[config.mk]
export PLATFORM = sky130hd
export DESIGN_NAME = ads1256_scan_sched
export DESIGN_NICKNAME = d
export VERILOG_FILES = /design/src/rtl/ads1256_scan_sched.sv
export SDC_FILE = /design/constraint.sdc
export NUM_CORES = 1
export LEC_CHECK = 0
export CAP_MARGIN = 20
export CORE_MARGIN = 1
export CORE_UTILIZATION = 52
export CTS_CLUSTER_SIZE = 30
export DETAILED_ROUTE_END_ITERATION = 8
export GPL_TIMING_DRIVEN = 0
export PLACE_DENSITY = 0.81
export SLEW_MARGIN = 20
export SYNTH_ARGS = -nofsm -noshare
export SYNTH_HDL_FRONTEND = slang
export SYNTH_SLANG_ARGS = --single-unit
[constraint.sdc]
create_clock -name clk_fsm -period 3.62 [get_ports clk_fsm]
set_input_delay 0.905 -clock clk_fsm [delete_from_list [all_inputs] [get_ports clk_fsm]]
set_output_delay 0.905 -clock clk_fsm [all_outputs]
set_load 0.02 [all_outputs]
[src/rtl/ads1256_scan_sched.sv]
`default_nettype none
// ============================================================================
// Module   : ads1256_scan_sched
// Purpose  : Round-robin single-ended channel scan scheduler for the ADS1256.
//            On each DRDY_n it reprograms the MUX to the next enabled channel
//            and issues SYNC/WAKEUP/RDATA. After the t6 delay it reads the
//            24-bit result. Each result belongs to the channel programmed
//            one step earlier, and is tagged with that channel.
// Revision : 1.0 - initial release
// ============================================================================
module ads1256_scan_sched #(
   parameter int          NUM_CH    = 8,
   parameter int          T6_CYCLES = 7,
   parameter logic [15:0] DRDY_TO   = 16'hFFFF
) (
   input  logic              clk_fsm,
   input  logic              rst_n,
   input  logic              scan_en,
   input  logic [NUM_CH-1:0] ch_mask,
   input  logic              drdy_n,
   output logic              spi_start,
   output logic [23:0]       spi_wr_data,
   input  logic              spi_wr_done,
   input  logic              spi_rd_done,
   input  logic [23:0]       spi_rd_data,
   output logic              ad_cs_n,
   output logic              sample_valid,
   output logic [2:0]        sample_ch,
   output logic [23:0]       sample_data,
   output logic              scan_done,
   output logic              timeout_err
);

   localparam logic [3:0] S_IDLE      = 4'd0;
   localparam logic [3:0] S_PICK      = 4'd1;
   localparam logic [3:0] S_WAIT_DRDY = 4'd2;
   localparam logic [3:0] S_TX_MUX    = 4'd3;
   localparam logic [3:0] S_GAP       = 4'd4;
   localparam logic [3:0] S_TX_CMD    = 4'd5;
   localparam logic [3:0] S_WAIT_T6   = 4'd6;
   localparam logic [3:0] S_RD        = 4'd7;
   localparam logic [3:0] S_EMIT      = 4'd8;

   localparam logic [23:0] CMD_WORD = 24'hFC0001;   // SYNC, WAKEUP, RDATA
   localparam logic [15:0] T6_LAST  = 16'(T6_CYCLES - 1);
   localparam logic [15:0] TO_LAST  = DRDY_TO - 16'd1;

   logic [3:0]        state_q, state_d;
   logic [NUM_CH-1:0] mask_q, mask_d;
   logic [2:0]        cur_ch_q, cur_ch_d;
   logic [2:0]        prev_ch_q, prev_ch_d;
   logic              primed_q, primed_d;
   logic [15:0]       cnt_q, cnt_d;
   logic [23:0]       rd_word_q, rd_word_d;
   logic              timeout_q, timeout_d;
   logic              sample_valid_q, sample_valid_d;
   logic [2:0]        sample_ch_q, sample_ch_d;
   logic [23:0]       sample_data_q, sample_data_d;
   logic              scan_done_q, scan_done_d;
   logic              drdy_meta_q, drdy_meta_d;
   logic              drdy_sync_q, drdy_sync_d;

   logic [2:0]        low_ch;    // lowest set bit of the live mask (scan start)
   logic [2:0]        hi_ch;     // highest set bit of the latched mask
   logic [2:0]        nxt_ch;    // next set bit above cur_ch, wrapping
   logic [23:0]       mux_word;

   assign mux_word = {8'h51, 8'h00, 1'b0, cur_ch_q, 4'b1000};

   // Channel search helpers over the live and latched masks
   always_comb begin
      int   idx;
      logic found;
      low_ch = 3'd0;
      for (int i = NUM_CH - 1; i >= 0; i--) begin
         if (ch_mask[i]) low_ch = 3'(i);
      end
      hi_ch = 3'd0;
      for (int i = 0; i < NUM_CH; i++) begin
         if (mask_q[i]) hi_ch = 3'(i);
      end
      nxt_ch = cur_ch_q;
      found  = 1'b0;
      idx    = 0;
      // k = NUM_CH lands back on cur_ch, so a single set bit keeps cur_ch
      for (int k = 1; k <= NUM_CH; k++) begin
         idx = int'(cur_ch_q) + k;
         if (idx >= NUM_CH) idx = idx - NUM_CH;
         if (!found && mask_q[idx]) begin
            nxt_ch = 3'(idx);
            found  = 1'b1;
         end
      end
   end

   // State and datapath registers; reset returns everything to idle values
   always_ff @(posedge clk_fsm) begin
      if (!rst_n) begin
         state_q        <= S_IDLE;
         mask_q         <= '0;
         cur_ch_q       <= 3'd0;
         prev_ch_q      <= 3'd0;
         primed_q       <= 1'b0;
         cnt_q          <= 16'd0;
         rd_word_q      <= 24'd0;
         timeout_q      <= 1'b0;
         sample_valid_q <= 1'b0;
         sample_ch_q    <= 3'd0;
         sample_data_q  <= 24'd0;
         scan_done_q    <= 1'b0;
         drdy_meta_q    <= 1'b1;
         drdy_sync_q    <= 1'b1;
      end else begin
         state_q        <= state_d;
         mask_q         <= mask_d;
         cur_ch_q       <= cur_ch_d;
         prev_ch_q      <= prev_ch_d;
         primed_q       <= primed_d;
         cnt_q          <= cnt_d;
         rd_word_q      <= rd_word_d;
         timeout_q      <= timeout_d;
         sample_valid_q <= sample_valid_d;
         sample_ch_q    <= sample_ch_d;
         sample_data_q  <= sample_data_d;
         scan_done_q    <= scan_done_d;
         drdy_meta_q    <= drdy_meta_d;
         drdy_sync_q    <= drdy_sync_d;
      end
   end

   // Next-state and datapath updates
   always_comb begin
      state_d        = state_q;
      mask_d         = mask_q;
      cur_ch_d       = cur_ch_q;
      prev_ch_d      = prev_ch_q;
      primed_d       = primed_q;
      cnt_d          = cnt_q;
      rd_word_d      = rd_word_q;
      timeout_d      = timeout_q;
      sample_valid_d = 1'b0;
      sample_ch_d    = sample_ch_q;
      sample_data_d  = sample_data_q;
      scan_done_d    = 1'b0;
      drdy_meta_d    = drdy_n;
      drdy_sync_d    = drdy_meta_q;
      case (state_q)
         S_IDLE: begin
            if (scan_en && (|ch_mask)) begin
               mask_d   = ch_mask;
               cur_ch_d = low_ch;
               cnt_d    = 16'd0;
               state_d  = S_WAIT_DRDY;
            end
         end
         S_PICK: begin
            cur_ch_d = nxt_ch;
            cnt_d    = 16'd0;
            state_d  = S_WAIT_DRDY;
         end
         S_WAIT_DRDY: begin
            if (!drdy_sync_q) begin
               state_d = S_TX_MUX;
            end else if (cnt_q == TO_LAST) begin
               // Give up on DRDY but keep the scan moving
               timeout_d = 1'b1;
               state_d   = S_TX_MUX;
            end else begin
               cnt_d = cnt_q + 16'd1;
            end
         end
         S_TX_MUX: begin
            if (spi_wr_done) state_d = S_GAP;
         end
         S_GAP: begin
            state_d = S_TX_CMD;
         end
         S_TX_CMD: begin
            if (spi_wr_done) begin
               cnt_d   = 16'd0;
               state_d = S_WAIT_T6;
            end
         end
         S_WAIT_T6: begin
            if (cnt_q == T6_LAST) state_d = S_RD;
            else                  cnt_d   = cnt_q + 16'd1;
         end
         S_RD: begin
            if (spi_rd_done) begin
               rd_word_d = spi_rd_data;
               state_d   = S_EMIT;
            end
         end
         S_EMIT: begin
            // The word just read belongs to the channel programmed last time
            if (primed_q) begin
               sample_valid_d = 1'b1;
               sample_ch_d    = prev_ch_q;
               sample_data_d  = rd_word_q;
               scan_done_d    = (prev_ch_q == hi_ch);
            end
            primed_d  = 1'b1;
            prev_ch_d = cur_ch_q;
            state_d   = scan_en ? S_PICK : S_IDLE;
         end
         default: state_d = S_IDLE;
      endcase
      // Entering IDLE clears the error flag and re-arms the priming discard
      if (state_d == S_IDLE) begin
         timeout_d = 1'b0;
         primed_d  = 1'b0;
      end
   end

   // SPI request, write word and chip select decoded from the current state
   always_comb begin
      spi_start   = 1'b0;
      spi_wr_data = 24'd0;
      ad_cs_n     = 1'b0;
      case (state_q)
         S_IDLE:   ad_cs_n = 1'b1;
         S_TX_MUX: begin
            spi_start   = 1'b1;
            spi_wr_data = mux_word;
         end
         S_TX_CMD: begin
            spi_start   = 1'b1;
            spi_wr_data = CMD_WORD;
         end
         S_RD:     spi_start = 1'b1;
         default:  spi_start = 1'b0;
      endcase
   end

   assign sample_valid = sample_valid_q;
   assign sample_ch    = sample_ch_q;
   assign sample_data  = sample_data_q;
   assign scan_done    = scan_done_q;
   assign timeout_err  = timeout_q;

endmodule
`default_nettype wire

==> key figures <==
Status
  • Status: complete, no violations

Critical path
  • RR Startpoint: cur_ch_q[0]
  • Crit path DAT: 3.59 ns
  • R2R depth: 13
  • CP Max Fanout: 10
  • Buf/Inv on CP: 4
  • Setup crit end kind: flop
  • CP Launch Point: cur_ch_q[0]
  • Largest stage delay, worst path: 0.58 ns
  • Worst R2R Setup Slack: 0.28 ns
  • Cell family with most CP delay: multiplexers
  • CP Cell Sequence: buf_6 > buf_2 > inv_1 > ha_1 > buf_6 > mux4_2 > mux2i_2 > o21a_4 > nand2_4 > nor3_2 > o31a_4 > a21oi_2 > mux2i_1
  • RR Endpoint: cur_ch_q[1]
  • Worst Path Required: 3.87 ns
  • Slowest-stage cell, CP: mux4_2
  • WS Path Type: flop to flop
  • Most used cell, CP: buf_6
  • Crit start category: flop

Yosys
  • Sequential-to-total area share from yosys stat: 39.1%
  • Async SR Flop Fraction: 0%
  • Yosys cell types: 64
  • Post-synthesis area per instance: 8.01 µm²
  • Post-synth EDFFs: 0
  • Syn. warnings: 0
  • Synth Instances: 581
  • Netlist Area Pre-Place: 4650 µm²
  • Primary FF master, synth: dfxtp_1
  • #FFs+latches synth: 91

Timing
  • Endpoints failing setup: 0
  • Setup TNS: 0 ns
  • Final Cycle Share: 92.3%
  • Slew margin rel.: 49.6%
  • Worst-Margin Slew: 0.753 ns
  • Fin. max-slew vios: 0
  • Max Clock Freq: 299 MHz
  • RSZ-0062 raised after global routing: false
  • Final min period: 3.34 ns
  • Hold Fails Final Rpt: 0
  • Clock skew: 0.0142 ns

Clock network
  • Post-CTS Setup Repair Bufs: 0
  • Num CTS Buffers: 9
  • Clock root buffer: clkbuf_8
  • Insertion delay to the later sink of the worst-skew pair: 0.37 ns
  • Clock transition at path regs: 0.09 ns
  • H-tree levels: 3
  • CTS tree: built
  • Hold_buf cts: 0
  • Post-CTS Resized: 0
  • Clock buffer depth: 2
  • Sink Count: 91

Detailed routing
  • WL/cell: 14.6 µm
  • First drt pass iteration count: 5
  • Metal3 WL: 749 µm
  • Max layer used: met4
  • Vias post-DR: 4399
  • Drt initial violations: 246
  • Wl on met1: 4.88 mm
  • Via/cell ratio: 5.53
  • Routed WL: 11.6 mm
  • Antenna Nets Post-Route: 0
  • Detailed route wirelength on metal2: 5.67 mm
  • DRC viols: 0

Pwr
  • Switch share: 29.4%
  • Flop pwr share: 50.8%
  • Switching power: 0.594 mW
  • Power density cells: 347 nW/µm²
  • Maximum vdd ir drop: 246 µV
  • Comb pwr share: 16.4%
  • Clock share of power: 32.8%
  • Pint: 1.42 mW
  • Leak pwr: 2.11 nW

Finish
  • FF+latch area: 1820 µm²
  • Most frequent cells in the layout: nand2_1 (130), dfxtp_1 (91), clkdlybuf4s50_1 (80), a21oi_1 (65), nor2_1 (53)
  • Fill cells: 757
  • Area Overhead vs Synth: 24.9%
  • ANT cells: 0
  • Final core utilization: 67.0%
  • Footprint of the multi-input gates: 2520 µm²
  • Commonest non-fill, non-tap cell in the layout: nand2_1
  • Layout cell share with drive strength beyond 1: 9.74%
  • # nets final: 725

Floorplanning
  • DIE WIDTH: 96.6 µm
  • Die Ht: 96.6 µm
  • Starting Density: 53.6%
  • Row count: 34
  • Die ar.: 9330 µm²
  • Core area: 8680 µm²
  • IO Pins: 94

Hold path
  • Worst hold path class: flop to flop
  • Min-delay src: rd_word_q[15]
  • Hold Crit Depth: 2
  • Hold Path End: sample_data[15]

GRT
  • First-pass GRT wire length: 19.4 mm
  • Largest net degree at the start of global routing: 18
  • Grt ovf: 0
  • GRT Util Overall: 25.4%
  • Antenna violations before repair: 0
  • Vias in the first global route: 4229

Job
  • Max cap viols: 0

Placed design
  • Post-DP HPWL: 8.73 mm
  • Port Buf Inserts: 80
  • Final Wtd Congestion: 0.921
-- state kept, by name, indices dropped and copies added (netlist names) --
register	cells
rd_word_q	24
sample_data	24
cnt_q	16
mask_q	8
state_q	4
cur_ch_q	3
prev_ch_q	3
sample_ch	3
drdy_meta_q	1
drdy_sync_q	1
primed_q	1
sample_valid	1
scan_done	1
timeout_err	1
-- cell usage after synthesis (all sizes together) (10+ instances only) --
master,count,area [µm²]
a21oi,66,334
buf,34,226
clkbuf,21,78.8
dfxtp,91,1820
inv,14,52.6
mux2i,23,234
nand2,131,499
nand3,10,50.1
nor2,53,199
nor3,15,80.1
o21ai,11,55.1
xor2,17,164
-- power groups by stage --
stage | registers, mW | clock network, mW | logic [mW]
finish | 1.03 | 0.662 | 0.331
global route | 1.03 | 0.720 | 0.359
CTS | 1.03 | 0.673 | 0.326
detailed placement | 1.05 | 0 | 0.325
global placement | 1.05 | 0 | 0.320
floorplan | 1.05 | 0 | 0.229
-- worst min-delay path, delay by kind of cell (launching register included) --
kind | cells | cell delay (ns)
AO/OA/AOI/OAI | 1 | 0.05
AND/OR/NAND/NOR | 1 | 0.05
flip-flops | 1 | 0.32
-- area by class of cell --
| class | instances | share of cell area (%) |
|---|---|---|
| Buffer | 55 | 5.25 |
| Clock buffer | 10 | 2.19 |
| Clock inverter | 6 | 0.968 |
| Inverter | 14 | 0.904 |
| Multi-Input combinational cell | 432 | 43.3 |
| Sequential cell | 91 | 31.3 |
| Tap cell | 108 | 2.32 |
| Timing Repair Buffer | 80 | 13.8 |
-- how the worst max path moves through the flow --
stage                        endpoint  slack [ns]  cells past startpoint
after floorplan           cur_ch_q[1]        0.71                     13
after detailed placement     cnt_q[5]        0.26                     10
after CTS                 cur_ch_q[1]        0.31                     13
after global placement      cnt_q[11]        0.34                     10
final                     cur_ch_q[1]        0.28                     13
after global routing      cur_ch_q[2]        0.09                     12
-- stage by stage --
step           worst slack [ns]  std cells  power, mW  area (µm²)  hold slack, ns
2_1_floorplan             0.707        592       1.27        4700           0.386
3_3_place_gp              0.337        780       1.37        5630           0.394
3_5_place_dp              0.259        780       1.37        5630           0.438
4_1_cts                   0.312        796       2.03        5820           0.456
5_1_grt                  0.0912        796       2.11        5820           0.473
6_report                  0.279        796       2.02        5820           0.458
-- routing by layer --
metal,track usage (%),vias to the layer above
met5,0,-
met4,10.7,0
li1,-,2160
met1,32.1,2047
met3,6.07,25
met2,41.5,167
-- cells by family after synthesis --
| kind of cell | synth area share [%] |
|---|---|
| AOI/OAI and AO/OA | 15.1 |
| xor gates and xnor gates | 4.27 |
| adders and majority gates | 1.08 |
| buffers and inverters | 7.69 |
| DFF | 39.1 |
| muxes | 8.41 |
| other | 0.0806 |
| and+or+nand+nor | 24.3 |
Note: power is estimated with default switching activity, not from simulation.
